### config.mk
export PLATFORM = sky130hd
export DESIGN_NAME = flag_window_monitor
export DESIGN_NICKNAME = d
export VERILOG_FILES = /design/src/rtl/flag_window_monitor_pkg.sv /design/src/rtl/flag_window_monitor_rise_edge_det.sv /design/src/rtl/flag_window_monitor.sv
export SDC_FILE = /design/constraint.sdc
export NUM_CORES = 1
export LEC_CHECK = 0
export ABC_AREA = 1
export BUFFER_PORTS_ARGS = -buffer_cell sky130_fd_sc_hd__clkbuf_2
export CAP_MARGIN = 20
export CORE_MARGIN = 2
export CORE_UTILIZATION = 45
export DETAILED_ROUTE_END_ITERATION = 8
export MAX_ROUTING_LAYER = met4
export PLACE_DENSITY = 0.63
export REMOVE_ABC_BUFFERS = 1
export SETUP_SLACK_MARGIN = 0.4
export SYNTH_ARGS = -nofsm -noshare
export SYNTH_HDL_FRONTEND = slang
export SYNTH_SLANG_ARGS = --single-unit
### constraint.sdc
create_clock -name CLK -period 1.6 [get_ports CLK]
set_input_delay 0.08 -clock CLK [delete_from_list [all_inputs] [get_ports CLK]]
set_output_delay 0.08 -clock CLK [all_outputs]
set_load 0.05 [all_outputs]
### src/rtl/flag_window_monitor_pkg.sv
// Shared types and defaults for the flag window monitor and the upstream
// sequence detector it observes.
package flag_window_monitor_pkg;

   localparam logic ST_IDLE = 1'b0;
   localparam logic ST_RUN  = 1'b1;

   typedef enum logic {
      IDLE = ST_IDLE,
      RUN  = ST_RUN
   } state_t;

   localparam int DEF_WINDOW = 16;
   localparam int DEF_THRESH = 3;
   localparam int DEF_CNT_W  = 8;

   // Width of the detector state vector, common to detector and monitor.
   localparam int S_W = 3;

endpackage

### src/rtl/flag_window_monitor_rise_edge_det.sv
// Registers the incoming flag and flags the cycle on which it goes 0 -> 1.
module rise_edge_det (
   input  logic CLK,
   input  logic RESET,
   input  logic d,
   output logic rise
);
   logic d_q;

   always_ff @(posedge CLK) begin
      if (RESET) d_q <= 1'b0;
      else       d_q <= d;
   end

   assign rise = d & ~d_q;

endmodule

### src/rtl/flag_window_monitor.sv
// Counts rising edges of F over back-to-back windows of WINDOW cycles and
// reports the count, a threshold alarm and the S seen at the latest edge.
//
// state | meaning
// IDLE  | monitoring off; counter cleared, timer parked at full load
// RUN   | window in progress; timer holds cycles remaining, window ends at 0
module flag_window_monitor
   import flag_window_monitor_pkg::*;
#(
   parameter int WINDOW = DEF_WINDOW,
   parameter int THRESH = DEF_THRESH,
   parameter int CNT_W  = DEF_CNT_W
) (
   input  logic             CLK,
   input  logic             RESET,
   input  logic             F,
   input  logic [S_W-1:0]   S,
   input  logic             EN,
   output logic             ALARM,
   output logic [CNT_W-1:0] COUNT,
   output logic [S_W-1:0]   LAST_S,
   output logic             WIN_DONE
);
   localparam int TMR_W = (WINDOW > 1) ? $clog2(WINDOW) : 1;
   localparam logic [TMR_W-1:0] TMR_LOAD = TMR_W'(WINDOW - 1);
   localparam logic [CNT_W-1:0] CNT_MAX  = {CNT_W{1'b1}};
   localparam logic [CNT_W-1:0] THRESH_V = CNT_W'(THRESH);

   state_t           state_q, state_d;
   logic [TMR_W-1:0] tmr_q, tmr_d;
   logic [CNT_W-1:0] cnt_q, cnt_d, cnt_inc;
   logic [CNT_W-1:0] count_d;
   logic [S_W-1:0]   last_s_d;
   logic             alarm_d, win_done_d;
   logic             f_rise;

   rise_edge_det u_rise (
      .CLK   (CLK),
      .RESET (RESET),
      .d     (F),
      .rise  (f_rise)
   );

   // Saturating increment; also used as the final count so a last-cycle edge counts.
   assign cnt_inc = (f_rise && (cnt_q != CNT_MAX)) ? cnt_q + 1'b1 : cnt_q;

   always_comb begin
      state_d    = state_q;
      tmr_d      = tmr_q;
      cnt_d      = cnt_q;
      count_d    = COUNT;
      alarm_d    = ALARM;
      last_s_d   = LAST_S;
      win_done_d = 1'b0;
      case (state_q)
         IDLE: begin
            cnt_d = '0;
            tmr_d = TMR_LOAD;
            if (EN) state_d = RUN;
         end
         RUN: begin
            if (!EN) begin
               // Partial window is dropped without a report.
               state_d = IDLE;
               cnt_d   = '0;
               tmr_d   = TMR_LOAD;
               alarm_d = 1'b0;
            end else begin
               if (f_rise) last_s_d = S;
               if (tmr_q == '0) begin
                  count_d    = cnt_inc;
                  alarm_d    = (cnt_inc >= THRESH_V);
                  win_done_d = 1'b1;
                  cnt_d      = '0;
                  tmr_d      = TMR_LOAD;
               end else begin
                  cnt_d = cnt_inc;
                  tmr_d = tmr_q - 1'b1;
               end
            end
         end
         default: state_d = IDLE;
      endcase
   end

   always_ff @(posedge CLK) begin
      if (RESET) begin
         state_q  <= IDLE;
         tmr_q    <= TMR_LOAD;
         cnt_q    <= '0;
         COUNT    <= '0;
         ALARM    <= 1'b0;
         LAST_S   <= '0;
         WIN_DONE <= 1'b0;
      end else begin
         state_q  <= state_d;
         tmr_q    <= tmr_d;
         cnt_q    <= cnt_d;
         COUNT    <= count_d;
         ALARM    <= alarm_d;
         LAST_S   <= last_s_d;
         WIN_DONE <= win_done_d;
      end
   end

endmodule

# After elaboration in Yosys (flattened, before gate mapping)
# Cells that the tools add are included.
[totals] regBits=27 out_inout_bits=13 elab_cells=34 input_bits=7
[op_classes] eq_ne=2 addsub=2 bitwise_logic=4 muxes=11 n_reduce_logical=6 n_lt_le_gt_ge=1
[op_table] op="$mux W8" n=3
[op_table] op="$pmux W8 S2" n=1
[op_table] op="$add A8 B1 Y8 const B" n=1
[op_table] op="$ge A8 B2 Y1 const B" n=1
[op_table] op="$mux W4" n=2
[op_table] op="$ne A8 B8 Y1 const B" n=1
[op_table] op="$pmux W4 S2" n=1
[op_table] op="$reduce_and A3 Y1" n=2
[op_table] op="$logic_not A4 Y1" n=1
[op_table] op="$mux W1" n=4
[op_table] op="$sub A4 B1 Y4 const B" n=1
[op_table] op="$not A1 Y1" n=3
[op_table] op="$reduce_or A3 Y1" n=1
[op_table] op="$ne A2 B1 Y1 const B" n=1
[op_table] op="$reduce_and A2 Y1" n=1
[op_table] op="$and A1 B1 Y1" n=1
[op_table] op="$logic_and A1 B1 Y1" n=1

# Longest topological paths before layout
[depth] depth_word=7 mapped_depth=13 mapped_depth_nobuf=13

# By module
# From an unflattened synthesis, not the netlist that was laid out.
[hier_totals] cells_unflattened=165 hier_area_um2=1232.4
[by_module_without_submodules] module="flag_window_monitor" seq_area_each_um2=520.5 cells_each=161 area_each_um2=1201.2 instances=1
[by_module_without_submodules] module="rise_edge_det" seq_area_each_um2=20.0 cells_each=4 area_each_um2=31.3 instances=1

# Worst setup path after synthesis
# OpenSTA, ideal clock, no wires.
[synth_timing] kind="flip-flop to flip-flop" startpoint="register cnt_q[0]" endpoint="register ALARM" setup_time_ps=114 t_required_ps=1486 period_less_slack_ps=1406 path_buffers=0 stages_incl_launch_ff=13 slack_ps=194 arrival_time_ps=1292 path_cell_list="dfxtp_1 > ha_1 > nand2_2 > nor2_4 > nand2_4 > nand2_4 > nor2_1 > nand2_2 > nand2_2 > nor2_1 > nand2_1 > nand2_1 > nand2_1"
[synth_via] elab_chain_len=6 word_cells_on_any_way=7 cone_classes="1 x add/sub; 1 x order compare; 1 x eq/ne; 3 x mux; 1 x reduce/logical"
[synth_rtl] item="start: declaration" line="flag_window_monitor.sv:31" source="logic [CNT_W-1:0] cnt_q, cnt_d, cnt_inc;"
[synth_rtl] item="start signal: assignment" line="flag_window_monitor.sv:98" source="cnt_q <= cnt_d;"
[synth_rtl] item="branches (longest 2 deep; another with $add A8 B1 Y8)"
[synth_rtl] item="$mux W8 *" line="flag_window_monitor.sv:45" source="assign cnt_inc = (f_rise && (cnt_q != CNT_MAX)) ? cnt_q + 1'b1 : cnt_q;"
[synth_rtl] item="$ge A8 B2 Y1 *" line="flag_window_monitor.sv:72" source="alarm_d = (cnt_inc >= THRESH_V);"
[synth_rtl] item="$mux W1 *" line="flag_window_monitor.sv:70" source="if (tmr_q == '0) begin"
[synth_rtl] item="$mux W1 *" line="flag_window_monitor.sv:62" source="if (!EN) begin"
[synth_rtl] item="end signal: assignment" line="flag_window_monitor.sv:100" source="ALARM <= alarm_d;"
[synth_rtl] item="end: declaration" line="flag_window_monitor.sv:19" source="output logic ALARM,"
# Every way passes the cells marked *. The select of a mux whose other input is x is not followed.
# A chain may end at the register's enable or synchronous reset.

# Worst setup path in the final report
[layout_timing] startpoint="register cnt_q[1]" endpoint="register ALARM"
# The elaborated chain is that of the path after synthesis.

==> impl_metrics.yaml <==
logic_synthesis:
  ys_top_cells_by_area: "dfxtp_1 44%, nand2_1 10%, nor2_1 7.4%"
  seq_area_frac_synth_pct: 44.44
  syn_inst: 166
  yosysTopAreaCell: "dfxtp_1"
  synth_edf_count: 0
  yosysWarnings: 0
  post_synth_num_cell_types: 22
  ys_ff_latch: 27
  synth_most_common_cell: "nand2_1"
  avgSynthCellArea_sq_um: 7.326
  synth_area_sq_um: 1216
  netlist.area_leader.share_pct: 44.44
  async_reset_ff_share_pct: 0
  synth_common_cells: "34 x nand2_1, 27 x dfxtp_1, 24 x nor2_1"
  ys.flop_type: "dfxtp_1"
placement:
  port_buffers: 19
  dp_hpwl_um: 1775
  place.detailed.instances: 215
  place_congestion: 0.8703
floorplan:
  core_area_sq_um: 2522
  design.die.area_sq_um: 3134
  ios: 20
  die_w_um: 55.99
  start_util_pct: 48.21
  rows: 18
  die-height_um: 55.99
power_and_ir_drop:
  swShare_pct: 23.52
  ir_worst_vdd_mv: 0.6184
  p_seq_share_pct: 64.6
  clkPwrFrac_pct: 27.6
  p_switching_mw: 0.2484
  combPwrFrac_pct: 7.8
  power.leakage_nw: 0.8571
  p_per_area_nw_per_um2: 603.3
  power.internal_mw: 0.8077
cts:
  cts.sinks: 27
  path_clk_slew_ns: 0.14
  clk_latency_ns: 0.32
  cts_tree: "built"
  numCtsBuffers: 3
  clock_path_buffers: 2
  root_buffer: "clkbuf_4"
  cts_max_level: 1
worst_setup_path:
  crit_fanout: 2
  startpoint_type: "flop"
  cp.required_ns: 1.83
  cp-end-kind: "flop"
  critPathKind: "flop to flop"
  rr_worst_depth: 11
  crit_arrival_ns: 1.73
finish:
  finalNetCount: 219
  register_area_sq_um: 550.5
  n_antenna_cell: 0
  area_growth_pct: 43.93
  stdcell_count: 239
  final_layout_size_suffix_gt1_share_pct: 47.37
  multiInputGateArea_sq_um: 720.7
  fill_cells: 216
timing:
  fin_hold_ws_ns: 0.08016
  finalMaxSlewViolations: 0
  finalCritPeriodShare_pct: 93.81
  min_period_ns: 1.501
  rsz0062_at_grt: "yes"
  setup_violations: 0
  fmax_ghz: 0.6662
  finClkSkew_ns: 0.005098
  worst_pin_slew_ns: 0.3400
  slew_headroom_pct: 77.28
  hold_viol: 0
grt:
  antenna_found_initial: 0
  grt_pass1_wl_um: 4733
  grt_remaining_overflow: 0
  grt_max_degree: 17
  track_usage_pct: 18.85
  grt_pass1_vias: 1108
route:
  dr.pass1.iters: 4
  route.detailed.drc: 0
  routed_via_density: 4.929
  wl_per_cell_um: 11.99
  vias: 1178
  drt_iter0_drc: 19
  routed_wl_um: 2865
  ant_nets: 0
worst_hold_path:
  holdPathStages: 3
  min-delay-path-class: "input port to flop"
run_status:
  status: "complete, no violations"
run:
  cap_violations: 0
-- final cells by class --
class / instances / share of cell area, %
sequential: 27 / 31.45
clock buffer: 4 / 1.501
multi-input combinational: 109 / 41.17
tap: 30 / 2.144
timing repair buffer: 41 / 17.73
inverter: 28 / 6.004
-- placed cells by master, fill, tap and decap left out --
cell           count
dfxtp_1           21
nand2_1           20
nor2_1            19
clkbuf_2          19
inv_1             17
nand2_2           16
inv_2             11
buf_4              9
o211ai_1           7
nand2_4            6
nand3_1            6
nand3_2            6
dlygate4sd3_1      6
buf_6              6
nor2_4             5
o21ai_0            5
dfxtp_2            5
nand4_1            4
nor2_2             4
clkbuf_4           3
o21ai_1            2
nor3_4             2
a21oi_2            2
ha_4               2
xor2_1             1
nand3b_1           1
or2_2              1
clkbuf_1           1
dfxtp_4            1
buf_12             1
-- metal layers --
metal  part of all wire (%)  global-route usage (%)
met1                     47                   25.36
met2                     48                   29.24
met3                    3.1                   3.023
met4                    2.1                   5.782
met5                      0                       -
-- worst max-delay path, cell delays in order (launching register included) --
cell     delay [ns]
dfxtp_4        0.39
ha_4           0.14
buf_6          0.10
nand3_2        0.07
nor2_2         0.14
nand3_1        0.11
nand2_2        0.13
nand3_2        0.09
nor2_2         0.10
nand2_1        0.05
nand2_1        0.05
nand2_1        0.04
-- cells by family after synthesis --
family | Yosys count | share of synthesized area, %
compound gates | 16 | 8.024
buf+inv | 31 | 10.18
xor+xnor | 1 | 0.7203
fa+ha+maj | 2 | 2.057
simple gates | 89 | 34.57
flops | 27 | 44.44
-- worst paths after layout --
path,to,start,slack (ns)
worst min register to register,tmr_q[0],tmr_q[0],0.42
worst min-delay path,WIN_DONE,EN,0.08
worst max-delay path,ALARM,cnt_q[1],0.1
worst max register to register,ALARM,cnt_q[1],0.1
-- power by group through the flow --
| stage | clock network (mW) | registers (mW) | logic, mW |
|---|---|---|---|
| final | 0.292 | 0.682 | 0.0823 |
| after CTS | 0.302 | 0.683 | 0.0740 |
| after floorplan | 0 | 0.704 | 0.0269 |
| after global routing | 0.329 | 0.683 | 0.0890 |
| after global placement | 0 | 0.697 | 0.0523 |
| after detailed placement | 0 | 0.697 | 0.0534 |
-- registers in the layout, summed over array words and instances, names as in the netlist --
signal,cells
state_q,1
cnt_q,8
WIN_DONE,1
tmr_q,4
ALARM,1
u_rise.d_q,1
COUNT,8
LAST_S,3
-- what timing repair did --
item                                    4_1_cts  5_1_grt
hold endpoints to repair                      6        0
endpoints found under the setup margin       20       24
pin swaps                                     6       11
hold buffers                                  6        0
buffers inserted                             12        1
gates resized for setup                      24       37
gates cloned                                  1        0
-- stage by stage --
step                power, mW  setup TNS, ns  setup slack [ns]  util (%)  area, sq um
finish                  1.056              0           0.09902     69.39         1750
global route            1.101       -0.02320          -0.02320     69.39         1750
CTS                     1.058              0            0.1284     64.48         1627
detailed placement     0.7503              0           0.02540     54.12         1365
global placement       0.7490              0           0.07116     54.12         1365
floorplan              0.7311              0            0.1928         -         1197
(Power assumes the default switching activity.)
